`src/rtl/bit_serializer.sv`:
```
// Parallel-to-serial stage: accepts WIDTH-bit words over valid/ready and emits them one bit per
// clock with a valid strobe, a last-bit pulse and an optional idle gap between words.
module bit_serializer #(
  parameter int unsigned WIDTH     = 8,
  parameter bit          MSB_FIRST = 1'b1,
  parameter bit          IDLE_BIT  = 1'b0,
  parameter int unsigned GAP       = 0
) (
  input  logic             CLK,
  input  logic             RST,
  input  logic [WIDTH-1:0] din,
  input  logic             din_valid,
  output logic             din_ready,
  output logic             sout,
  output logic             sout_valid,
  output logic             word_done,
  output logic             busy
);

  localparam int unsigned    CntW    = $clog2(WIDTH);
  localparam logic [CntW-1:0] CntLast = CntW'(WIDTH - 1);
  localparam logic [CntW-1:0] CntPrev = CntW'(WIDTH - 2);
  localparam logic [3:0]      GapLast = (GAP > 0) ? 4'(GAP - 1) : 4'd0;

  typedef enum logic [1:0] {StIdle, StShift, StGap} state_e;

  state_e          state_q, state_d;
  logic [WIDTH-1:0] sr_q, sr_d;
  logic [CntW-1:0]  cnt_q, cnt_d;
  logic [3:0]       gcnt_q, gcnt_d;
  logic             sout_q, sout_d;
  logic             sout_valid_q, sout_valid_d;
  logic             word_done_q, word_done_d;

  logic last_bit;
  logic accept;

  assign last_bit = (state_q == StShift) && (cnt_q == CntLast);
  assign accept   = din_valid && din_ready;

  // State register
  always_ff @(posedge CLK) begin
    if (RST) begin
      state_q      <= StIdle;
      sr_q         <= '0;
      cnt_q        <= '0;
      gcnt_q       <= '0;
      sout_q       <= IDLE_BIT;
      sout_valid_q <= 1'b0;
      word_done_q  <= 1'b0;
    end else begin
      state_q      <= state_d;
      sr_q         <= sr_d;
      cnt_q        <= cnt_d;
      gcnt_q       <= gcnt_d;
      sout_q       <= sout_d;
      sout_valid_q <= sout_valid_d;
      word_done_q  <= word_done_d;
    end
  end

  // Next-state logic
  always_comb begin
    state_d = state_q;
    unique case (state_q)
      StIdle: begin
        if (accept) state_d = StShift;
      end
      StShift: begin
        if (last_bit) begin
          if (accept)        state_d = StShift;
          else if (GAP == 0) state_d = StIdle;
          else               state_d = StGap;
        end
      end
      StGap: begin
        if (gcnt_q == GapLast) state_d = StIdle;
      end
      default: state_d = StIdle;
    endcase
  end

  // Outputs and datapath next values
  always_comb begin
    din_ready    = !RST && ((state_q == StIdle) || (last_bit && (GAP == 0)));
    busy         = (state_q != StIdle);
    sr_d         = sr_q;
    cnt_d        = cnt_q;
    gcnt_d       = gcnt_q;
    sout_d       = IDLE_BIT;
    sout_valid_d = 1'b0;
    word_done_d  = 1'b0;

    if (accept) begin
      sr_d         = din;
      cnt_d        = '0;
      sout_d       = MSB_FIRST ? din[WIDTH-1] : din[0];
      sout_valid_d = 1'b1;
    end else begin
      unique case (state_q)
        StShift: begin
          if (!last_bit) begin
            // The bit adjacent to the output end becomes the next serial bit.
            if (MSB_FIRST) begin
              sr_d   = {sr_q[WIDTH-2:0], 1'b0};
              sout_d = sr_q[WIDTH-2];
            end else begin
              sr_d   = {1'b0, sr_q[WIDTH-1:1]};
              sout_d = sr_q[1];
            end
            cnt_d        = cnt_q + CntW'(1);
            sout_valid_d = 1'b1;
            word_done_d  = (cnt_q == CntPrev);
          end else begin
            gcnt_d = '0;
          end
        end
        StGap: begin
          gcnt_d = gcnt_q + 4'd1;
        end
        default: ;
      endcase
    end
  end

  assign sout       = sout_q;
  assign sout_valid = sout_valid_q;
  assign word_done  = word_done_q;

endmodule

```
`config.mk`:
```
export PLATFORM = sky130hd
export DESIGN_NAME = bit_serializer
export DESIGN_NICKNAME = d
export VERILOG_FILES = /design/src/rtl/bit_serializer.sv
export SDC_FILE = /design/constraint.sdc
export NUM_CORES = 1
export LEC_CHECK = 0
export ABC_AREA = 1
export CORE_AREA = 2 2 39 41
export CTS_BUF_LIST = sky130_fd_sc_hd__clkbuf_2 sky130_fd_sc_hd__clkbuf_4 sky130_fd_sc_hd__clkbuf_8
export DETAILED_ROUTE_END_ITERATION = 8
export DIE_AREA = 0 0 41 43
export PLACE_DENSITY_LB_ADDON = 0.08
export SLEW_MARGIN = 15
export SYNTH_ARGS = -nofsm -noshare
export SYNTH_HDL_FRONTEND = slang
export SYNTH_SLANG_ARGS = --single-unit
```
`constraint.sdc`:
```
create_clock -name CLK -period 3.31 [get_ports CLK]
set_clock_uncertainty 0.2 [all_clocks]
set_input_delay 0.4965 -clock CLK [delete_from_list [all_inputs] [get_ports CLK]]
set_output_delay 0.4965 -clock CLK [all_outputs]
set_load 0.02 [all_outputs]
```
After elaboration in Yosys (flattened, before gate mapping)

Cells that the tools add are included.
W data, S select, Z words.

Flip-flop bits (word level): 19
Input port bits: 11
Output and inout port bits: 5
Logic and storage cells: 52

$add $sub $neg: 2
Equal/unequal tests: 8
Muxes and demuxes: 16
Bitwise gates (word level): 3
Reduce and logical (&&, ||, !) cells: 16

Operator list:

| operator              | count |
|---|---|
| $mux W7               | 3 |
| $pmux W4 S2           | 1 |
| $mux W1               | 7 |
| $eq A3 B3 Y1 const B  | 2 |
| $mux W2               | 3 |
| $ne A2 B2 Y1 const B  | 3 |
| $pmux W2 S3           | 1 |
| $reduce_and A3 Y1     | 2 |
| $reduce_bool A2 Y1    | 3 |
| $add A4 B1 Y4 const B | 1 |
| $logic_not A4 Y1      | 1 |
| $mux W4               | 1 |
| $reduce_and A2 Y1     | 2 |
| $reduce_or A4 Y1      | 1 |
| $add A3 B1 Y3 const B | 1 |
| $logic_and A1 B1 Y1   | 3 |
| $not A1 Y1            | 3 |
| $eq A2 B1 Y1 const B  | 1 |
| $eq A2 B2 Y1 const B  | 1 |
| $logic_not A2 Y1      | 1 |
| $ne A2 B1 Y1 const B  | 1 |
| $reduce_or A2 Y1      | 1 |
| $logic_not A1 Y1      | 1 |
| $logic_or A1 B1 Y1    | 1 |

Longest topological paths before layout

Depth in word-level cells: 8
Mapped depth: 9
Gate-level depth less buffers: 8

Least setup slack after synthesis

No wires, ideal clock.

Path kind: register to output
Start point: register cnt_q[0]
End point: output din_ready
Data arrival time: 1.099 ns
Required time: 2.613 ns
Setup slack: 1.514 ns
Stages on the path, launching flop included: 5
Buffers on the path: 0
Cell sequence: dfxtp_1 -> ha_1 -> ha_1 -> nor2_4 -> nor2_1

Cells in the longest elaborated chain, start to end: 4

RTL lines:

| element                | line | source |
|---|---|---|
| start, declared        | 29   | `logic [CntW-1:0] cnt_q, cnt_d;` |
| start signal, assigned | 54   | `cnt_q <= cnt_d;` |
| $eq A3 B3 Y1           | 38   | `assign last_bit = (state_q == StShift) && (cnt_q == CntLast);` |
| $logic_and A1 B1 Y1    | 38   |  |
| $logic_or A1 B1 Y1     | 85   | `din_ready = !RST && ((state_q == StIdle) \|\| (last_bit && (GAP == 0)));` |
| $logic_and A1 B1 Y1    | 85   |  |
| end, declared          | 13   | `output logic din_ready,` |

No other way between the ends.

Worst setup path in the final report

Ends and elaborated chain as after synthesis.

==> impl_summary.txt <==
----------------------------------------------------
[Outcome]
  Outcome ... complete, no violations

[Timing]
  Max frequency ... 379 MHz
  Count of endpoints failing hold in the final timing report ... 0
  Final period util ... 0.797
  Crit path setup slack, layout ... 0.673 ns
  Final sum of negative setup slack ... 0 ns
  Fin crit period ... 2.64 ns
  Worst slew margin ... 0.771
  Unrepaired setup endpoints after global routing ... false
  Slew Limit Fails ... 0
  Total of endpoints with negative setup slack in the final report ... 0
  Slew of the pin with the lowest slew margin ... 0.343 ns

[Floorplan]
  Floorplan die height ... 43 um
  Die area ... 1760 um^2
  Die boundary width ... 41 um
  Placeable core region ... 1380 um^2
  Number of core rows ... 14
  Number of I/O pins ... 16
  Initial Util ... 0.487

[Yosys]
  Most numerous cell types in the synthesized netlist ... nor2_1 (23), nand2_1 (22), dfxtp_1 (14)
  Flops & latches, synth ... 14
  Syn_area_per_cell ... 7.10 um^2
  Gate count of the mapped netlist ... 95
  Share of the synthesized area in the top cell type ... 0.416
  Share of the yosys chip area belonging to registers ... 0.416
  Number of synthesized flops with an enable pin ... 0
  Mapped cell area ... 674 um^2
  Ys async rst share ... 0
  Synth cell types ... 18
  Most frequent cell after synthesis ... nor2_1
  Top cells by area, synth ... dfxtp_1 (42%), nor2_1 (13%), nand2_1 (12%)
  YS warnings ... 0
  Post-synth top flop ... dfxtp_1
  Cell type with the highest aggregate area in the netlist ... dfxtp_1
  Number of nets produced by synthesis ... 109

[Clock tree]
  Cells resized by post-CTS repair ... 0
  # H-tree levels ... 1
  Insertion delay to the later sink of the worst-skew pair ... 0.28 ns
  Clock tree from TritonCTS ... done
  Root Buffer ... clkbuf_4
  Setup fix buffers added after clock tree synthesis ... 0
  Post-CTS Hold Fix Bufs ... 0
  Reg clk slew, reported paths ... 0.08 ns
  Clock tree buffer depth ... 2
  TritonCTS sink count ... 14
  TritonCTS Buffers ... 3

[Route]
  DRC marker count from the first detailed-route iteration ... 11
  Iteration count of the initial detailed-routing pass ... 4
  Total wire length ... 1.22 mm
  DRC errors left ... 0
  Vias after detailed routing ... 594
  Average wire per cell in the routed design ... 9.60 um
  Number of nets with antenna violations after routing ... 0
  Number of vias per cell ... 4.68

[Cells and area]
  Layout overhead on the synthesized area ... 25.6%
  Proportion of layout cells with a drive suffix above 1 ... 0.0991
  Antenna fix cells ... 0
  Utilization after layout ... 0.612
  # nets final ... 127

[Pwr]
  Areal power density over the cells ... 391 nW/um^2
  Leakage power total ... 0.383 nW
  Peak ir drop on the vdd network ... 0.253 mV

[GRT]
  Pin count of the biggest net entering global routing ... 15
  GR Util All Layers ... 0.177
  Total congestion overflow ... 0
  First-pass GRT wire length ... 2.10 mm
  Number of antenna violations at the first check in global routing ... 0
  Via count of the first global-routing pass ... 537

[Worst setup path]
  Data required time of the critical path ... 2.61 ns
  Data arrival at the endpoint of the critical path ... 1.94 ns
  Crit start category ... register
  Ordered list of cells on the worst path ... ha_1 > ha_1 > nor2_4 > nor2_1 > clkdlybuf4s50_1
  Critical path capture point type ... output pin
  Reg-to-Reg Start ... cnt_q[0]$_SDFFE_PP0N_
  Beginning of the critical path ... cnt_q[0]$_SDFFE_PP0N_
  Count of buffering cells on the critical path with inverters included ... 1
  WP depth ... 5
  Delay of the slowest cell on the worst path ... 0.54 ns
  Depth of the worst register-to-register path ... 8
  Register-to-register setup slack ... 1.60 ns
  Setup Crit Path Kind ... reg -> out
  Worst reg2reg path endpoint ... sr_q[0]$_SDFFE_PP0P_
  Critical-path top delay cell ... clkdlybuf4s50_1
  Most frequent cell on the critical path ... ha_1
  Delay-heaviest family, CP ... buffers and inverters
  Timing endpoint of the critical path ... din_ready
  Critical path peak fanout ... 10

[Placement]
  Worst slack at placement ... 0.902 ns
  Half-perimeter wire length after detailed placement ... 952 um
  Weighted congestion reported at the end of routability-driven placement ... 0.769
  IO Port Bufs ... 15

[Job]
  Max-cap viol count ... 0

[Min path]
  Critical hold path startpoint ... sr_q[6]$_SDFFE_PP0P_
  HP Class ... reg -> reg

----------------------------------------------------
-- sequential cells by signal, summed over array words and instances (netlist names) --
signal	cells
cnt_q	3
sout	1
sout_valid	1
sr_q	7
state_q	1
word_done	1
-- cell usage in the layout, fill, tap and decap left out --
cell             synthesis  routed
ha_1                     3       3
o21ai_2                  1       1
nand4_1                  6       6
inv_1                   11      11
nand2_1                 22      22
dfxtp_1                 14      14
o21ai_1                  2       2
nand3_1                  1       1
buf_4                    0       1
a21oi_1                  1       1
xor2_1                   1       1
nor3_2                   1       1
nor2_1                  23      23
clkbuf_4                 0       3
nor2_4                   1       1
nor3_1                   1       1
clkdlybuf4s50_1          0      15
nand2_2                  1       1
inv_2                    3       3
-- power breakdown --
part	total [W]	switching [W]	internal (W)
logic	0.0000573	0.0000305	0.0000268
clock network	0.0000937	0.0000515	0.0000422
registers	0.000180	0.00000390	0.000176
total	0.000331	0.0000859	0.000245
-- through the flow --
stage          instance area [um^2]  instances  total power, W  hold WS [ns]
2_1_floorplan                   674         95        0.000219         0.232
3_3_place_gp                    825        124        0.000242         0.254
3_5_place_dp                    825        124        0.000242         0.268
4_1_cts                         847        127        0.000336         0.279
5_1_grt                         847        127        0.000348         0.300
6_report                        847        127        0.000331         0.271
-- layout make-up --
cell class / count / area, um^2
repair buffers: 16 / 158
inverters: 14 / 52.6
multi-input cells: 64 / 314
fillers: 150 / 537
clock buffers: 3 / 22.5
flip-flops and latches: 14 / 280
well taps: 16 / 20.0
-- worst min-delay path: stages (launching register included) --
cell and delay [ns]:
dfxtp_1 0.30, inv_1 0.06, o21ai_1 0.07
-- worst min path at each step --
stage / end / slack (ns) / depth (start not counted)
after floorplan: word_done$_SDFF_PP0_ / 0.23 / 2
after global placement: sout$_SDFF_PP0_ / 0.25 / 2
after detailed placement: sout$_SDFF_PP0_ / 0.27 / 2
after CTS: sout$_SDFF_PP0_ / 0.28 / 2
after global routing: sout$_SDFF_PP0_ / 0.30 / 2
final: sout$_SDFF_PP0_ / 0.27 / 2
-- kinds of logic after synthesis --
logic type      after synthesis  share of synthesized area
fa+ha+maj                     3                     0.0557
simple gates                 56                      0.362
xor+xnor                      1                     0.0130
buf+inv                      17                      0.119
compound gates                4                     0.0352
flops                        14                      0.416
-- per-layer routing --
metal	track usage	vias up	routed length [um]
met2	0.266	17	550
met4	0.120	0	38
li1	-	326	-
met3	0.0314	5	65
met1	0.216	246	564
met5	0	-	0
Power figures use the tool's default switching activity.
